===== config.mk =====
export PLATFORM = sky130hd
export DESIGN_NAME = ua_rx_param
export DESIGN_NICKNAME = d
export VERILOG_FILES = /design/src/rtl/ua_rx_param.sv
export SDC_FILE = /design/constraint.sdc
export NUM_CORES = 1
export LEC_CHECK = 0
export BUFFER_PORTS_ARGS = -buffer_cell sky130_fd_sc_hd__buf_2
export CORE_MARGIN = 2
export CORE_UTILIZATION = 54
export CTS_BUF_LIST = sky130_fd_sc_hd__clkbuf_4
export DETAILED_ROUTE_END_ITERATION = 10
export PLACE_DENSITY = 0.82
export SYNTH_ARGS = -nofsm -noshare
export SYNTH_HDL_FRONTEND = slang
export SYNTH_SLANG_ARGS = --single-unit

===== constraint.sdc =====
create_clock -name clk -period 1.7 [get_ports clk]
set_input_delay 0 -clock clk [delete_from_list [all_inputs] [get_ports clk]]
set_output_delay 0 -clock clk [all_outputs]
set_load 0.005 [all_outputs]

===== src/rtl/ua_rx_param.sv =====
// Parameterised oversampling UART receiver with a valid/ready output and sticky overrun.
// Optional build macro UA_RX_MAJORITY_EN: 2-of-3 majority vote over the last three enable ticks.
module ua_rx_param #(
    parameter int unsigned DATA_BITS   = 8,
    parameter int unsigned OVERSAMPLE  = 16,
    parameter int unsigned PARITY_MODE = 0,
    parameter int unsigned STOP_BITS   = 1
) (
    input  logic                 clk,
    input  logic                 rst,
    input  logic                 enable,
    input  logic                 ser_in,
    output logic [DATA_BITS-1:0] dout,
    output logic                 dout_vld,
    input  logic                 dout_rdy,
    output logic                 parity_err,
    output logic                 frame_err,
    output logic                 overrun,
    output logic                 busy
);

    localparam int unsigned CNT_W = $clog2(OVERSAMPLE);
    localparam int unsigned BIT_W = 4;
    localparam logic [CNT_W-1:0] CNT_LAST = CNT_W'(OVERSAMPLE - 1);
    localparam logic [CNT_W-1:0] CNT_HALF = CNT_W'(OVERSAMPLE / 2 - 1);
    localparam logic [BIT_W-1:0] DATA_LAST = BIT_W'(DATA_BITS - 1);
    localparam logic [BIT_W-1:0] STOP_LAST = BIT_W'(STOP_BITS - 1);

    typedef enum logic [2:0] {
        S_IDLE, S_START, S_DATA, S_PARITY, S_STOP
    } state_t;

    state_t state_q, state_d;

    logic                 sync1_q, sync2_q;
    logic                 prev_q, prev_d;
    logic [CNT_W-1:0]     cnt_q, cnt_d;
    logic [BIT_W-1:0]     bit_cnt_q, bit_cnt_d;
    logic [DATA_BITS-1:0] shreg_q, shreg_d;
    logic                 par_acc_q, par_acc_d;
    logic                 perr_acc_q, perr_acc_d;
    logic                 ferr_acc_q, ferr_acc_d;
    logic [DATA_BITS-1:0] dout_q, dout_d;
    logic                 dout_vld_q, dout_vld_d;
    logic                 parity_err_q, parity_err_d;
    logic                 frame_err_q, frame_err_d;
    logic                 overrun_q, overrun_d;
    logic                 busy_q, busy_d;

    logic bit_c;
    logic start_edge_c;
    logic start_pt_c;
    logic sample_c;
    logic complete_c;

`ifdef UA_RX_MAJORITY_EN
    logic prev2_q, prev2_d;
    assign bit_c = (sync2_q & prev_q) | (sync2_q & prev2_q) | (prev_q & prev2_q);
`else
    assign bit_c = sync2_q;
`endif

    // State register
    always_ff @(posedge clk) begin
        if (rst) state_q <= S_IDLE;
        else     state_q <= state_d;
    end

    // Next-state logic
    always_comb begin
        state_d = state_q;
        case (state_q)
            S_IDLE:   if (start_edge_c) state_d = S_START;
            S_START:  if (start_pt_c) state_d = bit_c ? S_IDLE : S_DATA;
            S_DATA: begin
                if (sample_c && bit_cnt_q == DATA_LAST)
                    state_d = (PARITY_MODE != 0) ? S_PARITY : S_STOP;
            end
            S_PARITY: if (sample_c) state_d = S_STOP;
            S_STOP:   if (complete_c) state_d = S_IDLE;
            default:  state_d = S_IDLE;
        endcase
    end

    // Decoded control strobes for the datapath
    always_comb begin
        start_edge_c = 1'b0;
        start_pt_c   = 1'b0;
        sample_c     = 1'b0;
        complete_c   = 1'b0;
        if (enable) begin
            start_edge_c = (state_q == S_IDLE) && !sync2_q && prev_q;
            start_pt_c   = (state_q == S_START) && (cnt_q == CNT_HALF);
            sample_c     = (state_q == S_DATA || state_q == S_PARITY || state_q == S_STOP)
                           && (cnt_q == CNT_LAST);
            complete_c   = sample_c && (state_q == S_STOP) && (bit_cnt_q == STOP_LAST);
        end
    end

    // Sampler, shifter, error accumulation and output handshake
    always_comb begin
        prev_d       = prev_q;
        cnt_d        = cnt_q;
        bit_cnt_d    = bit_cnt_q;
        shreg_d      = shreg_q;
        par_acc_d    = par_acc_q;
        perr_acc_d   = perr_acc_q;
        ferr_acc_d   = ferr_acc_q;
        dout_d       = dout_q;
        dout_vld_d   = dout_vld_q;
        parity_err_d = parity_err_q;
        frame_err_d  = frame_err_q;
        overrun_d    = overrun_q;
        busy_d       = (state_d != S_IDLE);
`ifdef UA_RX_MAJORITY_EN
        prev2_d      = prev2_q;
`endif

        if (enable) begin
            prev_d = sync2_q;
`ifdef UA_RX_MAJORITY_EN
            prev2_d = prev_q;
`endif
            case (state_q)
                S_IDLE:  cnt_d = '0;
                S_START: cnt_d = start_pt_c ? '0 : cnt_q + CNT_W'(1);
                default: cnt_d = (cnt_q == CNT_LAST) ? '0 : cnt_q + CNT_W'(1);
            endcase

            if (state_d != state_q) bit_cnt_d = '0;
            else if (sample_c)      bit_cnt_d = bit_cnt_q + BIT_W'(1);

            if (state_q == S_START) begin
                par_acc_d  = 1'b0;
                perr_acc_d = 1'b0;
                ferr_acc_d = 1'b0;
            end

            if (sample_c) begin
                case (state_q)
                    S_DATA: begin
                        shreg_d   = {bit_c, shreg_q[DATA_BITS-1:1]};
                        par_acc_d = par_acc_q ^ bit_c;
                    end
                    S_PARITY: perr_acc_d = (PARITY_MODE == 2) ? ~(par_acc_q ^ bit_c)
                                                              :  (par_acc_q ^ bit_c);
                    S_STOP:   ferr_acc_d = ferr_acc_q | ~bit_c;
                    default:  ;
                endcase
            end
        end

        // A completing word wins over a plain handshake; it is dropped only when the slot is held
        if (complete_c) begin
            if (!dout_vld_q || dout_rdy) begin
                dout_d       = shreg_q;
                parity_err_d = perr_acc_q;
                frame_err_d  = ferr_acc_q | ~bit_c;
                dout_vld_d   = 1'b1;
            end else begin
                overrun_d = 1'b1;
            end
        end else if (dout_vld_q && dout_rdy) begin
            dout_vld_d = 1'b0;
        end
    end

    always_ff @(posedge clk) begin
        if (rst) begin
            sync1_q      <= 1'b1;
            sync2_q      <= 1'b1;
            prev_q       <= 1'b1;
            cnt_q        <= '0;
            bit_cnt_q    <= '0;
            shreg_q      <= '0;
            par_acc_q    <= 1'b0;
            perr_acc_q   <= 1'b0;
            ferr_acc_q   <= 1'b0;
            dout_q       <= '0;
            dout_vld_q   <= 1'b0;
            parity_err_q <= 1'b0;
            frame_err_q  <= 1'b0;
            overrun_q    <= 1'b0;
            busy_q       <= 1'b0;
`ifdef UA_RX_MAJORITY_EN
            prev2_q      <= 1'b1;
`endif
        end else begin
            sync1_q      <= ser_in;
            sync2_q      <= sync1_q;
            prev_q       <= prev_d;
            cnt_q        <= cnt_d;
            bit_cnt_q    <= bit_cnt_d;
            shreg_q      <= shreg_d;
            par_acc_q    <= par_acc_d;
            perr_acc_q   <= perr_acc_d;
            ferr_acc_q   <= ferr_acc_d;
            dout_q       <= dout_d;
            dout_vld_q   <= dout_vld_d;
            parity_err_q <= parity_err_d;
            frame_err_q  <= frame_err_d;
            overrun_q    <= overrun_d;
            busy_q       <= busy_d;
`ifdef UA_RX_MAJORITY_EN
            prev2_q      <= prev2_d;
`endif
        end
    end

    assign dout       = dout_q;
    assign dout_vld   = dout_vld_q;
    assign parity_err = parity_err_q;
    assign frame_err  = frame_err_q;
    assign overrun    = overrun_q;
    assign busy       = busy_q;

endmodule


After elaboration in Yosys (flattened, before gate mapping)
Index checks and enable logic that the tools add are counted.
- input bits: 5
- register bits after elaboration: 38
- logic and storage cells: 82
- output and inout bits: 13
- equality and inequality tests: 9
- add/sub/neg operators: 2
- bitwise gates (word level): 4
- reduce and logical (&&, ||, !) cells: 23
- mux-type cells: 28
- operators with widths (operator ; number):
    2-to-1 mux 1 bit ; 16
    2-to-1 mux 4 bit ; 4
    2-to-1 mux 3 bit ; 5
    case mux 3 bit (5 select lines) ; 1
    adder 4 x 1 -> 4 bit, second input constant ; 2
    equality test 4 x 3 -> 1 bit, second input constant ; 2
    logical AND 1 bit ; 8
    case mux 4 bit (2 select lines) ; 1
    AND reduction 2 bit ; 4
    equality test 3 x 2 -> 1 bit, second input constant ; 2
    equality test 4 bit, second input constant ; 1
    logical NOT 4 bit ; 1
    nonzero test 2 bit ; 2
    equality test 3 x 1 -> 1 bit, second input constant ; 1
    equality test 3 bit, second input constant ; 1
    logical NOT 3 bit ; 1
    logical OR 1 bit ; 3
    inequality test 3 bit ; 1
    AND reduction 3 bit ; 1
    nonzero test 3 bit ; 1
    logical NOT 1 bit ; 2
    2-to-1 mux 2 bit ; 1
    inequality test 2 x 1 -> 1 bit, second input constant ; 1
    NOT 1 bit ; 2
    2 further kinds ; 2

Longest topological paths before layout
- word-level depth: 12
- mapped depth: 7
- mapped depth without buffers: 7

Least setup slack after synthesis
No wires, ideal clock.
- kind: register -> register
- from: register cnt_q[0]
- to: register bit_cnt_q[3]
- data arrival time: 1.740 ns
- path buffers: 1
- setup time: 0.059 ns
- cell stages (with the launch flop): 8
- clock period less this slack: 1.799 ns
- setup slack: -0.099 ns
- cell sequence: dfxtp_1 > ha_1 > buf_6 > and4_1 > a22o_1 > or3_4 > o41ai_2 > a31o_1
- longest elaborated chain between the ends: 10
- elaborated cells on any way between the ends: 19
- classes of those cells: eq/ne: 3; mux: 9; reduce/logical: 7
- RTL lines (what ; line ; source):
    start, declared ; 37 ; logic [CNT_W-1:0] cnt_q, cnt_d;
    start signal, assigned ; 192 ; cnt_q <= cnt_d;
    equality test 4 bit ; 95 ; && (cnt_q == CNT_LAST);
    logical AND 1 bit ; 95 ;
    logical AND 1 bit (2 in series) ; 96 ; complete_c = sample_c && (state_q == S_STOP) && (bit_cnt_q == STOP_LAST);
    2-to-1 mux 1 bit ; 91 ; if (enable) begin
    2-to-1 mux 3 bit ; 80 ; S_STOP: if (complete_c) state_d = S_IDLE;
    case mux 3 bit (5 select lines) ; 72 ; case (state_q)
    inequality test 3 bit ; 130 ; if (state_d != state_q) bit_cnt_d = '0;
    nonzero test 2 bit (no line) ; -- ;
    AND reduction 2 bit (no line) ; -- ;
    end signal, assigned ; 193 ; bit_cnt_q <= bit_cnt_d;
    end, declared ; 38 ; logic [BIT_W-1:0] bit_cnt_q, bit_cnt_d;
Several ways; a longest one is shown, not always the timed one.
A chain may end at the register's enable or synchronous reset.

Worst setup path after layout
- from: register cnt_q[1]
- to: register bit_cnt_q[0]
The elaborated chain is that of the path after synthesis.

==> impl_results.md <==
- Number of remaining DRC errors: 0
- Buffers on Ports: 17
- Die height: slightly above 60 microns
- Combinational Power Share: under 10%
- Final WS setup: -0.06206 ns
- Hold path startpoint: dout_rdy
- Die area: 3807 sq um
- Worst r2r path cells: 7
- Post-DP Area: 2026 sq um
- Hold path cells: 4
- DP Wirelength: 2569 microns
- Min Tclk post-route: 1.762 ns
- Part of the cycle the worst path needs: 103.7%
- Post-route cell area: 2308 sq um
- DRT Pass-1 Iters: 4
- Min-Delay Path Class: in2reg
- Vias: 1553
- Drt total wl: 4125 microns
- First-pass GRT wire length: 6361 microns
- Fin Clk Skew: between 0.007 and 0.008 ns
- Seq/Total Area, Yosys: between 40% and 50%
- Overflow after GRT: 0
- Gpl congestion: between 0.8 and 0.9
- Largest net degree at the start of global routing: 26
- Worst r2r src: cnt_q[1]$_SDFFE_PP0P_
- Seq cells post-synth: 38
- Root buffer cell: clkbuf_4
- Gr usage total: 22.97%
- Core area: 3103 sq um
- Synth unique cells: 52
- Clock sink total: 38
- Post-route ant nets: 0
- Crit-path max FO: 5
- Layout cells sized above 1: between 30% and 40%
- Cell internal pwr: 1387 uW
- Clock tree buffer depth: 2
- Critical path launch point type: register
- Initial drt markers: 69
- Dpl ws: -0.1023 ns
- Power Density: 765.2 nW/um^2
- Cells after synthesis: 192
- Routed len/inst: 14.95 microns
- Warnings from Yosys: 0
- Reg power frac: around half
- Crit. End Element: register
- Fin. Hold Viols: 0
- Buf/Inv on CP: 1
- H-Tree Depth: 2
- Hold path endpoint: dout_vld$_SDFFE_PP0P_
- Initial Utilization: between 50% and 60%
- CP arrival: 2.02 ns
- R2r endpoint: bit_cnt_q[0]$_SDFFE_PP0P_
- CTS tree: done
- Syn_nets: 200
- Setup TNS: -0.2908 ns
- Delay-heaviest family, CP: compound AO/OA/AOI/OAI gates
- Worst-path clk slew: 0.13 ns
- Clock network power share: between 40% and 50%
- Status: complete, but fails checks
- Synthesis-to-finish area growth: 28.39%
- Syn_area_per_cell: 9.364 sq um
- Max-cap violation count: 0
- Worst slew margin: 78.06%
- Reg2Reg Setup Slack: -0.06 ns
- Fin. max-slew vios: 0
- Row cnt: 20
- Initial antenna violation count: 0
- P_leak: 0.0009898 uW
- F_max: approximately 570 MHz
- Netlist Area Pre-Place: around 1800 sq um
- Failing checks: setup timing
- CP peak stage delay: between 0.3 and 0.4 ns
- Sw power: 379.5 uW
- Ant. Diodes: 0
- Slew @ Worst Pin: 0.3291 ns
- Clk Latency, worst-skew pair: 0.36 ns
- Num ports: 18
- RSZ-0062 raised after global routing: yes
- Cts bufs inserted: 5
- Critical-path cell list: ha_4, buf_4, nand2_1, o41ai_2, and2_1, o22ai_1, mux2_2
- Number of global-route vias before repair: between 1000 and 1500
- Filler cell count in the final layout: 219
- Die width: 61.70 microns
- Crit Path Category: reg2reg
- CP startpoint: cnt_q[1]$_SDFFE_PP0P_
- Vias/cell: roughly 5.6
- Switching share of power: 21.48%
- Final setup viols: 10
- Critical Path RT: around 2.0 ns
- Hold Slack: between 0.02 and 0.025 ns
- Nets: approximately 240
- VDD IR max: 0.5002 mV
- Slowest cell on crit path: dfxtp_2
## cell type report
class | count | area (sq um) | area share (%)
flip-flops and latches | 38 | 773.2 | 33.50
inverters | 4 | 15.01 | 0.6504
clock inverters | 3 | 68.82 | 2.981
well taps | 44 | 55.05 | 2.385
repair buffers | 45 | 320.3 | 13.88
multi-input cells | 137 | 1039 | 44.99
clock buffers | 5 | 37.54 | 1.626
## power by group through the flow
stage	combinational, uW	sequential [uW]	clock [uW]
after floorplan	50.3	919	0
after global placement	61.7	923	0
after detailed placement	64.7	923	0
after CTS	72.0	904	786
after global routing	82.6	904	833
final	76.9	903	786
## worst max path at each step
stage | endpoint | cells after the start
finish | bit_cnt_q[0]$_SDFFE_PP0P_ | 7
global placement | bit_cnt_q[3]$_SDFFE_PP0P_ | 6
CTS | bit_cnt_q[3]$_SDFFE_PP0P_ | 6
global route | bit_cnt_q[0]$_SDFFE_PP0P_ | 7
detailed placement | bit_cnt_q[3]$_SDFFE_PP0P_ | 6
floorplan | bit_cnt_q[3]$_SDFFE_PP0P_ | 7
## cells in the mapped netlist (all sizes together)
| library cell | count | area share, % |
|---|---|---|
| nor2b | 2 | 0.70 |
| a211o | 1 | 0.49 |
| nand2 | 11 | 2.9 |
| and3 | 1 | 0.35 |
| nand3 | 7 | 1.9 |
| nand2b | 3 | 1.5 |
| o211ai | 1 | 0.42 |
| nand4 | 1 | 1.2 |
| dfxtp | 38 | 42 |
| a311oi | 1 | 0.49 |
| o21ai | 7 | 1.9 |
| buf | 8 | 3.7 |
| and3b | 1 | 0.49 |
| o41ai | 3 | 1.9 |
| or4 | 1 | 0.42 |
| mux2 | 2 | 1.3 |
| o22ai | 1 | 0.35 |
| or3b | 2 | 0.97 |
| mux2i | 16 | 8.9 |
| xnor2 | 1 | 0.49 |
| a311o | 1 | 0.56 |
| a22o | 2 | 0.97 |
| nor2 | 31 | 6.6 |
| or2 | 3 | 1.0 |
| or3 | 3 | 1.3 |
| a21o | 1 | 0.42 |
| clkbuf | 5 | 1.0 |
| nor3 | 7 | 3.2 |
| o32a | 1 | 0.56 |
| xor2 | 1 | 0.49 |
| o211a | 1 | 0.56 |
| a211oi | 1 | 0.42 |
| and4 | 2 | 0.97 |
| ha | 3 | 2.1 |
| a41oi | 1 | 0.49 |
| nor3b | 1 | 0.70 |
| a31o | 2 | 0.97 |
| and2 | 1 | 0.35 |
| inv | 4 | 0.83 |
| a31oi | 3 | 1.0 |
| a21oi | 10 | 2.8 |
## flip-flops by register name, summed over array words and instances (netlist names)
register / count
perr_acc_q: 1
ferr_acc_q: 1
busy: 1
overrun: 1
state_q: 3
shreg_q: 8
bit_c: 1
cnt_q: 4
bit_cnt_q: 4
prev_q: 1
dout: 8
parity_err: 1
par_acc_q: 1
dout_vld: 1
sync1_q: 1
frame_err: 1
## metal layers
layer	global-route usage, %	share of wire (%)	up-vias
met5	0	0	-
met4	11.55	1.9	0
met3	5.176	2.9	10
met2	41.20	53	25
met1	25.36	42	758
li1	-	-	760
## cells by family (layout without fill, tap and decap cells)
| kind of cell | count (synthesis) | after routing | share of synthesized area [%] |
|---|---|---|---|
| mux | 18 | 18 | 10.16 |
| xor+xnor | 2 | 2 | 0.9744 |
| buf+inv | 17 | 57 | 5.567 |
| fa+ha+maj | 3 | 3 | 2.088 |
| simple gates | 77 | 77 | 24.57 |
| flops | 38 | 38 | 42.31 |
| compound gates | 37 | 37 | 14.34 |
## worst register-to-register path: cells and delay by family (launching register included)
kind,cells,cell delay [ns]
adder cells (fa/ha/maj),1,0.13
AO/OA/AOI/OAI,2,0.44
AND/OR/NAND/NOR,2,0.30
multiplexers,1,0.29
flip-flops,1,0.38
buffers and inverters,1,0.13
## placed cells by master, fill, tap and decap left out, types with 3 or more instances in the layout
master and count:
buf_2 17, o21ai_0 7, nand2_1 9, nor2_1 28, dfxtp_1 30, nand3_1 6
inv_1 4, buf_4 23, mux2i_1 16, a21oi_1 9, clkbuf_4 5, nor3_1 5
a31oi_1 3, dfxtp_2 7
## timing repair
item	in CTS	in global routing
endpoints found under the hold margin	6	0
hold buffers	2	0
pin swaps	8	8
buffers inserted	4	2
setup endpoints to repair	5	22
gates resized for setup	14	12
## stage by stage
| step | std cells | utilization (%) | power [uW] |
|---|---|---|---|
| global placement | 260 | 65.28 | 984.3 |
| detailed placement | 260 | 65.28 | 987.8 |
| global route | 276 | 74.40 | 1820 |
| floorplan | 192 | - | 969.5 |
| finish | 276 | 74.40 | 1766 |
| CTS | 274 | 72.06 | 1762 |
Note: power is estimated with default switching activity, not from simulation.
